$ cat src/rtl/ppe_pkg.sv
// ppe_pkg: shared constants, opcodes and scheduler state encoding for the partial PE
package ppe_pkg;

    localparam int WEIGHT_WIDTH = 8;
    localparam int SUM_WIDTH    = 14;
    localparam int NUM_INPUTS   = 25;
    localparam int IMEM_ID      = 11;

    localparam logic [3:0] OP_WEIGHT        = 4'd0;
    localparam logic [3:0] OP_INPUT         = 4'd1;
    localparam logic [3:0] OP_TIMESTEP_DONE = 4'd2;

    typedef enum logic [2:0] {IDLE, REQ, WAIT, EMIT, IMEM} sched_state_t;

endpackage

$ cat src/rtl/ppe_conv_scheduler_if.sv
// ppe_conv_scheduler_if: row, RF-read, partial-sum and IMEM handshakes of the convolution scheduler
interface ppe_conv_scheduler_if;

    logic                                     row_valid;
    logic                                     row_ready;
    logic                                     ts_done;
    logic                                     rf_req_valid;
    logic                                     rf_req_ready;
    logic [4:0]                               i_raddr;
    logic [2:0]                               w_raddr;
    logic                                     rf_rsp_valid;
    logic                                     i_rdata;
    logic signed [ppe_pkg::WEIGHT_WIDTH-1:0]  w_rdata;
    logic                                     ps_valid;
    logic                                     ps_ready;
    logic [3:0]                               ps_dest;
    logic [24:0]                              ps_data;
    logic                                     imem_valid;
    logic                                     imem_ready;
    logic [3:0]                               imem_dest;
    logic [3:0]                               imem_opcode;
    logic [1:0]                               ts;
    logic                                     busy;

    modport master (
        input  row_valid, ts_done, rf_req_ready, rf_rsp_valid, i_rdata, w_rdata, ps_ready, imem_ready,
        output row_ready, rf_req_valid, i_raddr, w_raddr, ps_valid, ps_dest, ps_data,
               imem_valid, imem_dest, imem_opcode, ts, busy
    );

    modport slave (
        output row_valid, ts_done, rf_req_ready, rf_rsp_valid, i_rdata, w_rdata, ps_ready, imem_ready,
        input  row_ready, rf_req_valid, i_raddr, w_raddr, ps_valid, ps_dest, ps_data,
               imem_valid, imem_dest, imem_opcode, ts, busy
    );

endinterface

$ cat src/rtl/ppe_mac_acc.sv
// ppe_mac_acc: spike-gated signed weight accumulator, wrapping at SUM_WIDTH
module ppe_mac_acc #(
    parameter int SUM_WIDTH    = ppe_pkg::SUM_WIDTH,
    parameter int WEIGHT_WIDTH = ppe_pkg::WEIGHT_WIDTH
) (
    input  logic                          clk,
    input  logic                          reset,
    input  logic                          clr,
    input  logic                          en,
    input  logic                          spike,
    input  logic signed [WEIGHT_WIDTH-1:0] weight,
    output logic signed [SUM_WIDTH-1:0]    acc
);

    // add the sign-extended weight only when the input spike is set
    always_ff @(posedge clk) begin
        if (reset || clr) acc <= '0;
        else if (en && spike) acc <= acc + SUM_WIDTH'(weight);
    end

endmodule

$ cat src/rtl/ppe_conv_scheduler.sv
// ppe_conv_scheduler: sequences RF reads, window MACs, partial-sum sends and IMEM row requests
module ppe_conv_scheduler #(
    parameter int FILTER_SIZE = 5,
    parameter int IFMAP_SIZE  = 25,
    parameter int PE_ID       = 0,
    parameter int IMEM_ID     = ppe_pkg::IMEM_ID,
    parameter int ROWS_PER_TS = 441,
    parameter int SUM_WIDTH   = ppe_pkg::SUM_WIDTH
) (
    input logic                  clk,
    input logic                  reset,
    ppe_conv_scheduler_if.master bus
);

    import ppe_pkg::*;

    localparam int OUTPUT_DIM = IFMAP_SIZE - FILTER_SIZE + 1;

    sched_state_t               state;
    logic [4:0]                 win;
    logic [2:0]                 tap;
    logic [3:0]                 dest;
    logic [8:0]                 row_cnt;
    logic [8:0]                 row_base;
    logic                       pend_ts;
    logic [1:0]                 ts_inc;
    logic                       emit_leave;
    logic                       acc_clr;
    logic                       acc_en;
    logic signed [SUM_WIDTH-1:0] acc;

    // saturating timestep advance, row base after a same-cycle ts_done, and MAC control
    always_comb begin
        ts_inc     = bus.ts == 2'd3 ? 2'd3 : bus.ts + 2'd1;
        row_base   = bus.ts_done ? 9'd0 : row_cnt;
        emit_leave = state == EMIT && (!bus.ps_valid || bus.ps_ready);
        acc_clr    = (state == IDLE && bus.row_valid) || emit_leave;
        acc_en     = state == WAIT && bus.rf_rsp_valid;
    end

    assign bus.ps_data     = 25'(acc);
    assign bus.imem_dest   = 4'(IMEM_ID);
    assign bus.imem_opcode = 4'(PE_ID);

    ppe_mac_acc #(.SUM_WIDTH(SUM_WIDTH)) u_mac (
        .clk    (clk),
        .reset  (reset),
        .clr    (acc_clr),
        .en     (acc_en),
        .spike  (bus.i_rdata),
        .weight (bus.w_rdata),
        .acc    (acc)
    );

    // pass sequencer; every handshake output is registered alongside the state it belongs to
    always_ff @(posedge clk) begin
        if (reset) begin
            state            <= IDLE;
            bus.row_ready    <= 1'b1;
            bus.rf_req_valid <= 1'b0;
            bus.ps_valid     <= 1'b0;
            bus.imem_valid   <= 1'b0;
            bus.busy         <= 1'b0;
            bus.i_raddr      <= '0;
            bus.w_raddr      <= '0;
            bus.ps_dest      <= '0;
            bus.ts           <= 2'd1;
            win              <= '0;
            tap              <= '0;
            dest             <= '0;
            row_cnt          <= '0;
            pend_ts          <= 1'b0;
        end else begin
            if (bus.ts_done && state != IDLE) pend_ts <= 1'b1;
            case (state)
                IDLE: begin
                    if (bus.ts_done) begin
                        bus.ts  <= ts_inc;
                        row_cnt <= '0;
                    end
                    if (bus.row_valid) begin
                        row_cnt          <= row_base == 9'd511 ? row_base : row_base + 9'd1;
                        win              <= '0;
                        tap              <= '0;
                        bus.row_ready    <= 1'b0;
                        bus.busy         <= 1'b1;
                        bus.rf_req_valid <= 1'b1;
                        bus.i_raddr      <= '0;
                        bus.w_raddr      <= '0;
                        state            <= REQ;
                    end
                end
                REQ: if (bus.rf_req_ready) begin
                    bus.rf_req_valid <= 1'b0;
                    state            <= WAIT;
                end
                WAIT: if (bus.rf_rsp_valid) begin
                    if (tap == 3'(FILTER_SIZE - 1)) begin
                        bus.ps_valid <= row_cnt != 9'(ROWS_PER_TS);
                        bus.ps_dest  <= dest;
                        state        <= EMIT;
                    end else begin
                        tap              <= tap + 3'd1;
                        bus.rf_req_valid <= 1'b1;
                        bus.i_raddr      <= win + 5'(tap) + 5'd1;
                        bus.w_raddr      <= tap + 3'd1;
                        state            <= REQ;
                    end
                end
                EMIT: if (emit_leave) begin
                    bus.ps_valid <= 1'b0;
                    dest         <= dest == 4'(FILTER_SIZE - 1) ? 4'd0 : dest + 4'd1;
                    tap          <= '0;
                    if (win == 5'(OUTPUT_DIM - 1)) begin
                        bus.imem_valid <= 1'b1;
                        state          <= IMEM;
                    end else begin
                        win              <= win + 5'd1;
                        bus.rf_req_valid <= 1'b1;
                        bus.i_raddr      <= win + 5'd1;
                        bus.w_raddr      <= '0;
                        state            <= REQ;
                    end
                end
                IMEM: if (bus.imem_ready) begin
                    bus.imem_valid <= 1'b0;
                    bus.row_ready  <= 1'b1;
                    bus.busy       <= 1'b0;
                    pend_ts        <= 1'b0;
                    if (pend_ts || bus.ts_done) begin
                        bus.ts  <= ts_inc;
                        row_cnt <= '0;
                    end
                    state <= IDLE;
                end
                default: state <= IDLE;
            endcase
        end
    end

endmodule

$ cat src/flat_wrapper.sv
// flat-port wrapper written by rule: the top's interface ports become plain ports
module ppe_conv_scheduler_flat import ppe_pkg::*;
#(
    parameter int FILTER_SIZE = 5,
    parameter int IFMAP_SIZE  = 25,
    parameter int PE_ID       = 0,
    parameter int IMEM_ID     = ppe_pkg::IMEM_ID,
    parameter int ROWS_PER_TS = 441,
    parameter int SUM_WIDTH   = ppe_pkg::SUM_WIDTH
)
  (clk, reset, bus_row_valid, bus_ts_done, bus_rf_req_ready, bus_rf_rsp_valid, bus_i_rdata, bus_w_rdata, bus_ps_ready, bus_imem_ready, bus_row_ready, bus_rf_req_valid, bus_i_raddr, bus_w_raddr, bus_ps_valid, bus_ps_dest, bus_ps_data, bus_imem_valid, bus_imem_dest, bus_imem_opcode, bus_ts, bus_busy);
  ppe_conv_scheduler_if bus_i ();
  input logic clk;
  input logic reset;
  input wire logic [$bits(bus_i.row_valid)-1:0] bus_row_valid;
  input wire logic [$bits(bus_i.ts_done)-1:0] bus_ts_done;
  input wire logic [$bits(bus_i.rf_req_ready)-1:0] bus_rf_req_ready;
  input wire logic [$bits(bus_i.rf_rsp_valid)-1:0] bus_rf_rsp_valid;
  input wire logic [$bits(bus_i.i_rdata)-1:0] bus_i_rdata;
  input wire logic [$bits(bus_i.w_rdata)-1:0] bus_w_rdata;
  input wire logic [$bits(bus_i.ps_ready)-1:0] bus_ps_ready;
  input wire logic [$bits(bus_i.imem_ready)-1:0] bus_imem_ready;
  output wire logic [$bits(bus_i.row_ready)-1:0] bus_row_ready;
  output wire logic [$bits(bus_i.rf_req_valid)-1:0] bus_rf_req_valid;
  output wire logic [$bits(bus_i.i_raddr)-1:0] bus_i_raddr;
  output wire logic [$bits(bus_i.w_raddr)-1:0] bus_w_raddr;
  output wire logic [$bits(bus_i.ps_valid)-1:0] bus_ps_valid;
  output wire logic [$bits(bus_i.ps_dest)-1:0] bus_ps_dest;
  output wire logic [$bits(bus_i.ps_data)-1:0] bus_ps_data;
  output wire logic [$bits(bus_i.imem_valid)-1:0] bus_imem_valid;
  output wire logic [$bits(bus_i.imem_dest)-1:0] bus_imem_dest;
  output wire logic [$bits(bus_i.imem_opcode)-1:0] bus_imem_opcode;
  output wire logic [$bits(bus_i.ts)-1:0] bus_ts;
  output wire logic [$bits(bus_i.busy)-1:0] bus_busy;
  assign bus_i.row_valid = bus_row_valid;
  assign bus_i.ts_done = bus_ts_done;
  assign bus_i.rf_req_ready = bus_rf_req_ready;
  assign bus_i.rf_rsp_valid = bus_rf_rsp_valid;
  assign bus_i.i_rdata = bus_i_rdata;
  assign bus_i.w_rdata = bus_w_rdata;
  assign bus_i.ps_ready = bus_ps_ready;
  assign bus_i.imem_ready = bus_imem_ready;
  assign bus_row_ready = bus_i.row_ready;
  assign bus_rf_req_valid = bus_i.rf_req_valid;
  assign bus_i_raddr = bus_i.i_raddr;
  assign bus_w_raddr = bus_i.w_raddr;
  assign bus_ps_valid = bus_i.ps_valid;
  assign bus_ps_dest = bus_i.ps_dest;
  assign bus_ps_data = bus_i.ps_data;
  assign bus_imem_valid = bus_i.imem_valid;
  assign bus_imem_dest = bus_i.imem_dest;
  assign bus_imem_opcode = bus_i.imem_opcode;
  assign bus_ts = bus_i.ts;
  assign bus_busy = bus_i.busy;
  ppe_conv_scheduler #(.FILTER_SIZE(FILTER_SIZE), .IFMAP_SIZE(IFMAP_SIZE), .PE_ID(PE_ID), .IMEM_ID(IMEM_ID), .ROWS_PER_TS(ROWS_PER_TS), .SUM_WIDTH(SUM_WIDTH)) u_core (.clk(clk), .reset(reset), .bus(bus_i));
endmodule
$ cat config.mk
export PLATFORM = sky130hd
export DESIGN_NAME = ppe_conv_scheduler_flat
export DESIGN_NICKNAME = d
export VERILOG_FILES = /design/src/rtl/ppe_pkg.sv /design/src/rtl/ppe_conv_scheduler_if.sv /design/src/rtl/ppe_mac_acc.sv /design/src/rtl/ppe_conv_scheduler.sv /design/src/flat_wrapper.sv
export SDC_FILE = /design/constraint.sdc
export NUM_CORES = 1
export LEC_CHECK = 0
export CAP_MARGIN = 0
export CORE_ASPECT_RATIO = 0.9
export CORE_MARGIN = 4
export CORE_UTILIZATION = 40
export DETAILED_ROUTE_END_ITERATION = 10
export MAX_ROUTING_LAYER = met4
export PLACE_DENSITY_LB_ADDON = 0.15
export SKIP_LAST_GASP = 1
export SLEW_MARGIN = 20
export SYNTH_ARGS = -nofsm -noshare
export SYNTH_HDL_FRONTEND = slang
export SYNTH_HIERARCHICAL = 1
export SYNTH_SLANG_ARGS = --single-unit
$ cat constraint.sdc
create_clock -name clk -period 5.58 [get_ports clk]
set_clock_uncertainty 0.1 [all_clocks]
set_input_delay 1.116 -clock clk [delete_from_list [all_inputs] [get_ports clk]]
set_output_delay 1.116 -clock clk [all_outputs]
set_load 0.01 [all_outputs]
==> out/results.ini <==
[run_status]
outcome = finished clean

[final_layout]
drive_gt1_frac = 0.0562
antenna_cells = 0
final_common_cell = clkdlybuf4s50_1
final_util = 0.486
final_cell_mix = 60 x clkdlybuf4s50_1, 58 x dfxtp_1, 46 x a21oi_1, 41 x nor2_1, 38 x nand2_1
nNetsFinal = 536
syn_to_final_growth_pct = 18.3
fillCellCount = 925

[routing]
first_pass_iters = 4
vias = 3339
antenna_left = 0
vias_per_cell = 5.39
wirelength_mm = 9.14
drc = 0
routedWlPerCell_um = 14.7
drtIter0Drc = 137

[sta]
drv_slew = 0
relSlewSlack = 0.562
rsz0062_at_grt = no
fmax_mhz = 310
timing.hold.ws_ps = 353
post-route-period-util = 0.577
fin_crit_ps = 3220
hold_viol_final = 0
setup_viol = 0
tns_ps = 0
tightest_slew_ps = 657

[hold_path]
hold_class = flop to flop

[power_and_ir_drop]
total_leakage_power_nw = 1.62
fin_total_pwr_mw = 1.21
peakVddDrop_uv = 194
power.density_mw_per_mm2 = 274

[setup_path]
reg2reg_slack_ps = 2690
crit_path_end_kind = flop
critPathLaunchType = primary input
crit_fanout = 9
critPathArrivalTime_ps = 3390
crit_slowest_cell = clkdlybuf4s50_1
cp_top_family = simple AND/OR/NAND/NOR gates
crit_buf_inv = 1
crit_required_ps = 5750
critPathKind = primary input to flop
worstPathCellList = clkdlybuf4s50_1 -> ha_1 -> and2_1 -> nand4_1 -> a21oi_1 -> o41ai_1 -> or4_1 -> nand3_1
critPathMaxStageDelay_ps = 600

[clock_tree]
postCtsSetupRepairBufs = 0
postCtsHoldBufs = 0
clk_pin_slew_worst_paths_ps = 60
cts_buffers = 9
cts_resized = 0
cts_num_sinks = 58
htree_levels = 3
cts_buffer_depth = 2
cts_tree = done
insertion_delay_ps = 330
cts_root_buffer = clkbuf_8

[yosys]
synth-main-ff-cell = dfxtp_1
synthCells = 456
avgSynthCellArea_um2 = 8.18
synth_enable_flop_cells = 0
mappedNetlistArea_mm2 = 0.00373
synth_cell_types = 70
ys_warn_count = 6
ys_ff_latch = 58
ys_seq_area_frac = 0.311
synth-async-reset-ratio = 0

[global_route]
overflow = 0
grt_pass1_vias = 3175
antenna_found_initial = 0
track_usage = 0.178
grt_max_degree = 42
grt_pass1_wl_mm = 15.3

[floorplan]
core_mm2 = 0.00908
rows = 33
die_area_mm2 = 0.0109
die_h_um = 99.6
die_x_um = 110
start_util = 0.411
ios = 69

[place]
place.gp.congestion = 0.820
hpwlAfterDp_mm = 6.73
port_buffers = 60

[flow_run]
maxCapViolCount = 0

## per-stage QoR
stage               area (um^2)  std cells  worst slack, ps
detailed placement         4240        605             2060
floorplan                  3750        462             2720
CTS                        4410        620             2410
global placement           4240        605             2090
global route               4410        620             2220
finish                     4410        620             2360
## synth_stat cells, types with 3 or more instances
library cell	count	area share
a211oi_1	6	0.012
mux2i_1	5	0.013
ha_1	23	0.077
o211ai_1	3	0.0060
nand2b_1	5	0.0084
a21oi_1	46	0.062
dfxtp_1	58	0.31
nor3_1	5	0.0067
or4_1	4	0.0081
nor2b_1	9	0.015
a31oi_1	5	0.0084
or2_1	4	0.0067
a22o_1	4	0.0094
and2_1	4	0.0067
nand4b_1	3	0.0070
xor2_1	5	0.012
nand2_1	38	0.038
o22ai_1	5	0.0084
nor2_1	41	0.041
buf_2	3	0.0040
and3_1	5	0.0084
clkbuf_1	10	0.010
xnor2_1	5	0.012
o41ai_1	3	0.0070
inv_1	21	0.021
nand4_1	5	0.0084
or3_1	7	0.012
buf_4	23	0.046
o21ai_0	17	0.023
a21o_1	6	0.012
a311oi_1	3	0.0070
nand3_1	22	0.030
nand3b_1	4	0.0081
o21a_1	4	0.0081
buf_6	4	0.012
## layout make-up
cell class	count	area [um^2]	area share
multi-input combinational	343	2240	0.508
sequential	58	1160	0.263
timing repair buffer	61	608	0.138
clock buffer	12	155	0.0352
tap	122	153	0.0346
inverter	21	78.8	0.0179
clock inverter	3	15.0	0.00340
## cell families after synthesis
group	synth area share
xor gates and xnor gates	0.0235
adders and majority gates	0.0879
muxes	0.0134
DFF	0.311
AOI/OAI and AO/OA	0.225
other	0.00201
buffers and inverters	0.0936
and+or+nand+nor	0.244
## flip-flops by register name (all words and copies together), names as in the netlist, 2 cells and up
signal              flops
u_core/state            3
u_core/row_cnt          9
u_core/bus.ts           2
u_core/u_mac/acc       14
u_core/bus.ps_dest      4
u_core/dest             4
u_core/tap              3
u_core/bus.w_raddr      3
u_core/bus.i_raddr      5
u_core/win              5
## where the power goes
group | internal (mW) | switching, mW
Clock | 0.181 | 0.164
Sequential | 0.445 | 0.0462
Combinational | 0.151 | 0.224
Total | 0.776 | 0.435
## metal layers
| metal | GRT usage | vias up | routed length, um |
|---|---|---|---|
| li1 | - | 1690 | - |
| met1 | 0.234 | 1585 | 4400 |
| met2 | 0.282 | 59 | 4380 |
| met3 | 0.0344 | 5 | 303 |
| met4 | 0.0403 | 0 | 55 |
| met5 | - | - | 0 |
## worst paths after layout
| kind | from | to | depth (start not counted) |
|---|---|---|---|
| setup / recovery | bus_w_rdata[7] | u_core/u_mac/acc[11] | 8 |
| hold / removal | u_core/bus.i_raddr[0] | u_core/bus.i_raddr[0] | 2 |
| setup reg to reg | u_core/state[0] | u_core/u_mac/acc[13] | 9 |
| hold reg to reg | u_core/bus.i_raddr[0] | u_core/bus.i_raddr[0] | 2 |
## worst reg2reg max path, cell delays in order, from the launching register on
cell and delay (ps):
dfxtp_1 740, or2_1 340, nor2_1 130, nand2_1 130, nand2_1 70, or2_1 420, or4_1 570, a21oi_1 150
a21oi_1 60, nand3_1 110
Power figures use the tool's default switching activity.
